--- config.mk ---
export PLATFORM = sky130hd
export DESIGN_NAME = sl3_link_recovery_ctrl_flat
export DESIGN_NICKNAME = d
export VERILOG_FILES = /design/src/rtl/sl3_link_recovery_ctrl_if.sv /design/src/rtl/sl3_link_recovery_ctrl.sv /design/src/flat_wrapper.sv
export SDC_FILE = /design/constraint.sdc
export NUM_CORES = 1
export LEC_CHECK = 0
export ABC_AREA = 1
export BUFFER_PORTS_ARGS = -buffer_cell sky130_fd_sc_hd__buf_2
export CORE_ASPECT_RATIO = 0.7
export CORE_MARGIN = 1
export CORE_UTILIZATION = 57
export CTS_CLUSTER_SIZE = 30
export DETAILED_ROUTE_END_ITERATION = 7
export HOLD_SLACK_MARGIN = 0.06
export PLACE_DENSITY = 0.86
export SLEW_MARGIN = 25
export SYNTH_ARGS = -nofsm -noshare
export SYNTH_HDL_FRONTEND = slang
export SYNTH_SLANG_ARGS = --single-unit
--- constraint.sdc ---
create_clock -name clk -period 2.3 [get_ports clk]
set_input_delay 0.345 -clock clk [delete_from_list [all_inputs] [get_ports clk]]
set_output_delay 0.345 -clock clk [all_outputs]
set_load 0.1 [all_outputs]
--- src/rtl/sl3_link_recovery_ctrl_if.sv ---
// -----------------------------------------------------------------------------
// sl3_link_recovery_ctrl_if
//   Bundles the PHY status inputs and the sequencer outputs of the SerialLite III
//   link recovery controller.
//
//   Signals:
//     enable      link enable (level)
//     rx_locked   PHY CDR lock, already in the clk domain
//     rx_aligned  lane alignment done, already in the clk domain
//     err_pulse   one-cycle link error strobe
//     phy_rst     PHY reset request
//     grace       high while downstream error counters must be masked
//     link_up     link qualified
//     fail        retry budget exhausted (sticky until IDLE)
//     retry_cnt   retrains since the last stable link
//
//   Modports: master = the side driving enable/status (bench or system),
//             slave  = the controller.
// -----------------------------------------------------------------------------
interface sl3_link_recovery_ctrl_if #(
    parameter int unsigned RETRY_W = 4
);
    logic               enable;
    logic               rx_locked;
    logic               rx_aligned;
    logic               err_pulse;
    logic               phy_rst;
    logic               grace;
    logic               link_up;
    logic               fail;
    logic [RETRY_W-1:0] retry_cnt;

    modport master (
        output enable, rx_locked, rx_aligned, err_pulse,
        input  phy_rst, grace, link_up, fail, retry_cnt
    );

    modport slave (
        input  enable, rx_locked, rx_aligned, err_pulse,
        output phy_rst, grace, link_up, fail, retry_cnt
    );
endinterface

--- src/rtl/sl3_link_recovery_ctrl.sv ---
// -----------------------------------------------------------------------------
// sl3_link_recovery_ctrl
//   Receive-link bring-up / recovery sequencer for SerialLite III. Holds the PHY
//   in reset, opens a grace window in which lock/alignment/errors are masked,
//   qualifies the link and retrains on loss up to MAX_RETRY times before
//   parking in FAILED.
//
//   Ports:
//     clk    single clock, posedge
//     srst   synchronous active-high reset, highest priority
//     link   sl3_link_recovery_ctrl_if.slave (enable, rx_locked, rx_aligned,
//            err_pulse in; phy_rst, grace, link_up, fail, retry_cnt out)
//
//   All outputs are registered and decoded from the current state, so they
//   follow a state change by one cycle.
//
//   Optional: define ERR_THRESH_EN to retrain when ERR_LIMIT err_pulse strobes
//   land inside one grace-length window while the link is up. Without it
//   err_pulse is ignored.
// -----------------------------------------------------------------------------
module sl3_link_recovery_ctrl #(
    parameter int unsigned GRACE_LOG2 = 6,
    parameter int unsigned RST_HOLD   = 8,
    parameter int unsigned MAX_RETRY  = 15,
    parameter int unsigned RETRY_W    = 4,
    parameter int unsigned ERR_LIMIT  = 4
) (
    input logic                      clk,
    input logic                      srst,
    sl3_link_recovery_ctrl_if.slave  link
);

    localparam int unsigned GW    = GRACE_LOG2 + 1;
    localparam int unsigned RST_W = 8;
    localparam int unsigned ERR_W = 4;

    localparam logic [GW-1:0]      GRACE_LAST = GW'((1 << GRACE_LOG2) - 1);
    localparam logic [RST_W-1:0]   RST_LAST   = RST_W'(RST_HOLD - 1);
    localparam logic [RETRY_W-1:0] RETRY_MAX  = RETRY_W'(MAX_RETRY);

    localparam logic [2:0] S_IDLE    = 3'd0;
    localparam logic [2:0] S_PHY_RST = 3'd1;
    localparam logic [2:0] S_GRACE   = 3'd2;
    localparam logic [2:0] S_LINK_UP = 3'd3;
    localparam logic [2:0] S_RETRY   = 3'd4;
    localparam logic [2:0] S_FAILED  = 3'd5;

    logic [2:0]         state_q, state_d;
    logic [RST_W-1:0]   rst_cnt_q, rst_cnt_d;
    logic [GW-1:0]      grace_cnt_q, grace_cnt_d;
    logic [RETRY_W-1:0] retry_q, retry_d;
    logic               phy_rst_q, phy_rst_d;
    logic               grace_q, grace_d;
    logic               link_up_q, link_up_d;
    logic               fail_q, fail_d;

    logic               link_ok_c;
    logic               grace_hit_c;
    logic               grace_exp_c;
    logic [GW-1:0]      grace_inc_c;
    logic               err_trip_c;

    assign link_ok_c   = link.rx_locked & link.rx_aligned;
    // hit marks the cycle the counter is about to set its MSB
    assign grace_hit_c = (grace_cnt_q == GRACE_LAST);
    assign grace_exp_c = grace_hit_c | grace_cnt_q[GW-1];
    assign grace_inc_c = grace_cnt_q[GW-1] ? grace_cnt_q : grace_cnt_q + GW'(1);

`ifdef ERR_THRESH_EN
    logic [ERR_W-1:0] err_cnt_q, err_cnt_d;
    logic [ERR_W-1:0] err_inc_c;

    // saturating per-window error count; trip on the pulse that reaches the limit
    assign err_inc_c  = (link.err_pulse && (err_cnt_q != {ERR_W{1'b1}}))
                        ? err_cnt_q + ERR_W'(1) : err_cnt_q;
    assign err_trip_c = link.err_pulse && (err_inc_c >= ERR_W'(ERR_LIMIT));

    always_ff @(posedge clk) begin
        if (srst) begin
            err_cnt_q <= '0;
        end else begin
            err_cnt_q <= err_cnt_d;
        end
    end
`else
    logic unused_err_c;

    assign err_trip_c   = 1'b0;
    assign unused_err_c = ^{link.err_pulse, 32'(ERR_LIMIT)};
`endif

    // state, timers and output registers
    always_ff @(posedge clk) begin
        if (srst) begin
            state_q     <= S_IDLE;
            rst_cnt_q   <= '0;
            grace_cnt_q <= '0;
            retry_q     <= '0;
            phy_rst_q   <= 1'b1;
            grace_q     <= 1'b1;
            link_up_q   <= 1'b0;
            fail_q      <= 1'b0;
        end else begin
            state_q     <= state_d;
            rst_cnt_q   <= rst_cnt_d;
            grace_cnt_q <= grace_cnt_d;
            retry_q     <= retry_d;
            phy_rst_q   <= phy_rst_d;
            grace_q     <= grace_d;
            link_up_q   <= link_up_d;
            fail_q      <= fail_d;
        end
    end

    // next state, timers and output decode
    always_comb begin
        state_d     = state_q;
        rst_cnt_d   = rst_cnt_q;
        grace_cnt_d = grace_cnt_q;
        retry_d     = retry_q;
        phy_rst_d   = 1'b1;
        grace_d     = 1'b1;
        link_up_d   = 1'b0;
        fail_d      = 1'b0;
`ifdef ERR_THRESH_EN
        err_cnt_d   = err_cnt_q;
`endif

        case (state_q)
            S_IDLE: begin
                retry_d = '0;
                if (link.enable) begin
                    state_d = S_PHY_RST;
                end
            end
            S_PHY_RST: begin
                rst_cnt_d = rst_cnt_q + RST_W'(1);
                if (rst_cnt_q == RST_LAST) begin
                    state_d = S_GRACE;
                end
            end
            S_GRACE: begin
                phy_rst_d   = 1'b0;
                grace_cnt_d = grace_inc_c;
                if (grace_exp_c) begin
                    state_d = link_ok_c ? S_LINK_UP : S_RETRY;
                end
            end
            S_LINK_UP: begin
                phy_rst_d   = 1'b0;
                grace_d     = 1'b0;
                link_up_d   = 1'b1;
                grace_cnt_d = grace_inc_c;
`ifdef ERR_THRESH_EN
                err_cnt_d   = err_inc_c;
`endif
                if (!link_ok_c || err_trip_c) begin
                    // loss beats a coincident window expiry: retry_cnt kept
                    state_d = S_RETRY;
                end else if (grace_hit_c) begin
                    // retry_cnt cannot rise while here, so clearing at every
                    // boundary equals clearing at the first one
                    retry_d = '0;
`ifdef ERR_THRESH_EN
                    grace_cnt_d = '0;
                    err_cnt_d   = '0;
`endif
                end
            end
            S_RETRY: begin
                if (retry_q == RETRY_MAX) begin
                    state_d = S_FAILED;
                end else begin
                    retry_d = retry_q + RETRY_W'(1);
                    state_d = S_PHY_RST;
                end
            end
            S_FAILED: begin
                fail_d = 1'b1;
            end
            default: begin
                state_d = S_IDLE;
            end
        endcase

        // disable overrides any transition, including a pending retry
        if (!link.enable) begin
            state_d = S_IDLE;
            if (state_q == S_RETRY) begin
                retry_d = retry_q;
            end
        end

        // entry clears
        if (state_d != state_q) begin
            if (state_d == S_PHY_RST) begin
                rst_cnt_d = '0;
            end
            if ((state_d == S_GRACE) || (state_d == S_LINK_UP)) begin
                grace_cnt_d = '0;
            end
`ifdef ERR_THRESH_EN
            err_cnt_d = '0;
`endif
        end
    end

    assign link.phy_rst   = phy_rst_q;
    assign link.grace     = grace_q;
    assign link.link_up   = link_up_q;
    assign link.fail      = fail_q;
    assign link.retry_cnt = retry_q;

endmodule

--- src/flat_wrapper.sv ---
// flat-port wrapper written by rule: the top's interface ports become plain ports
module sl3_link_recovery_ctrl_flat 
#(
    parameter int unsigned GRACE_LOG2 = 6,
    parameter int unsigned RST_HOLD   = 8,
    parameter int unsigned MAX_RETRY  = 15,
    parameter int unsigned RETRY_W    = 4,
    parameter int unsigned ERR_LIMIT  = 4
)
  (clk, srst, link_enable, link_rx_locked, link_rx_aligned, link_err_pulse, link_phy_rst, link_grace, link_link_up, link_fail, link_retry_cnt);
  sl3_link_recovery_ctrl_if #(.RETRY_W(RETRY_W)) link_i ();
  input logic clk;
  input logic srst;
  input wire logic [$bits(link_i.enable)-1:0] link_enable;
  input wire logic [$bits(link_i.rx_locked)-1:0] link_rx_locked;
  input wire logic [$bits(link_i.rx_aligned)-1:0] link_rx_aligned;
  input wire logic [$bits(link_i.err_pulse)-1:0] link_err_pulse;
  output wire logic [$bits(link_i.phy_rst)-1:0] link_phy_rst;
  output wire logic [$bits(link_i.grace)-1:0] link_grace;
  output wire logic [$bits(link_i.link_up)-1:0] link_link_up;
  output wire logic [$bits(link_i.fail)-1:0] link_fail;
  output wire logic [$bits(link_i.retry_cnt)-1:0] link_retry_cnt;
  assign link_i.enable = link_enable;
  assign link_i.rx_locked = link_rx_locked;
  assign link_i.rx_aligned = link_rx_aligned;
  assign link_i.err_pulse = link_err_pulse;
  assign link_phy_rst = link_i.phy_rst;
  assign link_grace = link_i.grace;
  assign link_link_up = link_i.link_up;
  assign link_fail = link_i.fail;
  assign link_retry_cnt = link_i.retry_cnt;
  sl3_link_recovery_ctrl #(.GRACE_LOG2(GRACE_LOG2), .RST_HOLD(RST_HOLD), .MAX_RETRY(MAX_RETRY), .RETRY_W(RETRY_W), .ERR_LIMIT(ERR_LIMIT)) u_core (.clk(clk), .srst(srst), .link(link_i));
endmodule
==> metrics <==
register area 523 um2; Clk pwr share 30.4%; Internal Pwr Total 0.568 mW; GR Util met1 32.7%; vias in the first global route 1,138; relative slew slack 67.6%; Antenna diodes 0; Filler Cell Count 208; Final ANT Viol Nets 0; cts repair resizes 0; RSZ-0062 raised after global routing no; drt drc 0; CTS Buf Count 3; Setup WS pre-CTS 0.443 ns; Main synth FF type dfxtp_1; largest net degree at the start of global routing 16; final setup margin 0.381 ns; Worst Hold Class in2reg; area of the multi-input gates 812 um2; register area share after synthesis 36.1%; Post-synth EDFFs 0; DP HPWL 2.14 mm; mux contribution to synthesized area 0%; Routed WL 2.85 mm; height of the die 44.1 um; DRT iter0 DRCs 82; gr usage total 24.4%; crit path time final 1.92 ns; Least-Margin Pin Slew 0.489 ns; status finished clean; H-tree depth 1; Layout area overhead 7.56%; Distinct cells, synth 28; net switching power 0.182 mW; Post-Syn Instances 196; Final Hold Vio Count 0; GR peak layer met2; routed len/inst 11.9 um; core area 0.00226 mm2; period utilisation layout 83.4%; post-synthesis simple-gate area fraction 38.1%; syn_nets 205; ratio of cells with drive above 1 in the final layout 25.0%; Logic pwr share 8.4%; WP data arrival 2.12 ns; CTS Sinks 26; Pre-antenna DRT Iters 4; die width 62.1 um; root cell of the clock tree clkbuf_4; Reg clk slew, reported paths 0.14 ns; highest-count cells in the layout ignoring fill and taps nand2_1, nor2_1, dfxtp_1; row count 14; Initial Utilization 63.7%; Setup crit end kind flip-flop; I/O Buffers 12; Synth Area in Compound Gates 15.0%; syn avg cell area 7.35 um2; drt via density 5.39; fmax 0.521 GHz; post-CTS setup buffers 0; Crit Path Category reg2reg; hold buffer count at CTS 0; Yosys reg bits 26; Post-Synth XOR/XNOR Area 0.608%; grt total ovfl 0; top-level I/O count 14; main combinational cell family by area after synthesis simple AND/OR/NAND/NOR gates; GRT met3 Usage 7.89%; area of the die 0.00273 mm2; VDD IR max 295 uV; grt met2 use 38.1%; number of max-cap violations 0; Adder-Cell Fraction of Synth Area 2.61%; P_leak 0.652 nW; synthesized area 0.00144 mm2; initial antenna violation count 0; Pwr Density 484 mW/mm2; final net count 218; setup TNS 0 ns; Flop pwr share 61.2%; Clk Latency, worst-skew pair 0.32 ns; ys async rst share 0%; Vias 1,294; crit path launch type flip-flop; Sw Share 24.2%; TritonCTS clock tree done; Setup Viol. Count Final 0; largest buffer count on any clock path 2; Slew Viols, Final 0; first-pass GRT wire length 4.82 mm; commonest non-fill, non-tap cell in the layout nand2_1; GP Congestion 0.818; Worst Path Required 2.50 ns; crit path max fanout 15; Syn. warnings 0; Clock Skew 0.00792 ns
metrics by stage:
stage	cells	area (um2)	hold slack [ns]	power, mW	util, %
global placement	236	1510	0.468	0.528	66.9
finish	240	1550	0.338	0.750	68.5
CTS	240	1550	0.321	0.761	68.5
floorplan	196	1440	0.489	0.518	-
global route	240	1550	0.329	0.780	68.5
detailed placement	236	1510	0.488	0.531	66.9
power groups by stage:
| stage | sequential [mW] | clock [mW] | combinational [mW] |
|---|---|---|---|
| after floorplan | 0.473 | 0 | 0.0455 |
| after global placement | 0.468 | 0 | 0.0599 |
| after detailed placement | 0.469 | 0 | 0.0621 |
| after CTS | 0.459 | 0.240 | 0.0623 |
| after global routing | 0.460 | 0.251 | 0.0694 |
| final | 0.459 | 0.228 | 0.0627 |
cells by family after synthesis:
kind of cell	Yosys count
xor+xnor	1
compound gates	33
buf+inv	24
flops	26
fa+ha+maj	3
simple gates	109
critical path: stages, from the launching register on:
cell and delay, ns:
dfxtp_1 0.61, nor2_1 0.13, nand2_1 0.14, nor2_2 0.05
nor2_2 0.13, nand3_2 0.16, nand2_1 0.11, nand2_1 0.06
nand2_2 0.08, nor2_4 0.04, nand2_4 0.18, a21oi_1 0.10
registers in the layout (all words and copies together), names as in the netlist:
name / flops
u_core.link.fail: 1
u_core.link.phy_rst: 1
u_core.link.grace: 1
u_core.grace_cnt_q: 7
u_core.rst_cnt_q: 8
u_core.link.link_up: 1
u_core.state_q: 3
u_core.link.retry_cnt: 4
synthesized netlist by cell type, types with 3 or more instances:
| cell | count | share of area [%] |
|---|---|---|
| nand2_2 | 5 | 2.2 |
| nor2_1 | 27 | 7.0 |
| inv_2 | 4 | 1.0 |
| ha_1 | 3 | 2.6 |
| o21ai_0 | 5 | 1.7 |
| nand3_2 | 3 | 2.1 |
| nor2_2 | 3 | 1.3 |
| nor2_4 | 3 | 2.3 |
| a21oi_1 | 12 | 4.2 |
| nand3_1 | 16 | 5.6 |
| nand3b_1 | 5 | 2.6 |
| a21oi_2 | 11 | 6.7 |
| nand2_1 | 38 | 9.9 |
| dfxtp_1 | 26 | 36 |
| inv_1 | 15 | 3.9 |
per-layer routing:
metal	share of wire, %	routed length, um
met1	48	1380
met2	47	1340
met3	3.8	108
met4	0.67	19
met5	0	0
cell type report:
type	instances	share of cell area, %
Multi-Input combinational cell	146	52.4
Sequential cell	26	33.8
Inverter	20	5.01
Timing Repair Buffer	12	3.88
Tap cell	32	2.58
Clock buffer	4	2.34
path summary, 6_finish.rpt:
check	start	end	slack, ns	cells past startpoint
worst max-delay path	u_core.state_q[1]$_SDFF_PP0_	u_core.rst_cnt_q[1]$_SDFF_PP0_	0.38	11
worst min-delay path	link_enable	u_core.state_q[2]$_SDFF_PP0_	0.34	3
worst max register to register	u_core.state_q[1]$_SDFF_PP0_	u_core.rst_cnt_q[1]$_SDFF_PP0_	0.38	11
worst min register to register	u_core.link.retry_cnt[1]$_SDFFE_PP0P_	u_core.link.retry_cnt[1]$_SDFFE_PP0P_	0.51	2
No activity file was read; power rests on OpenSTA's default activity.
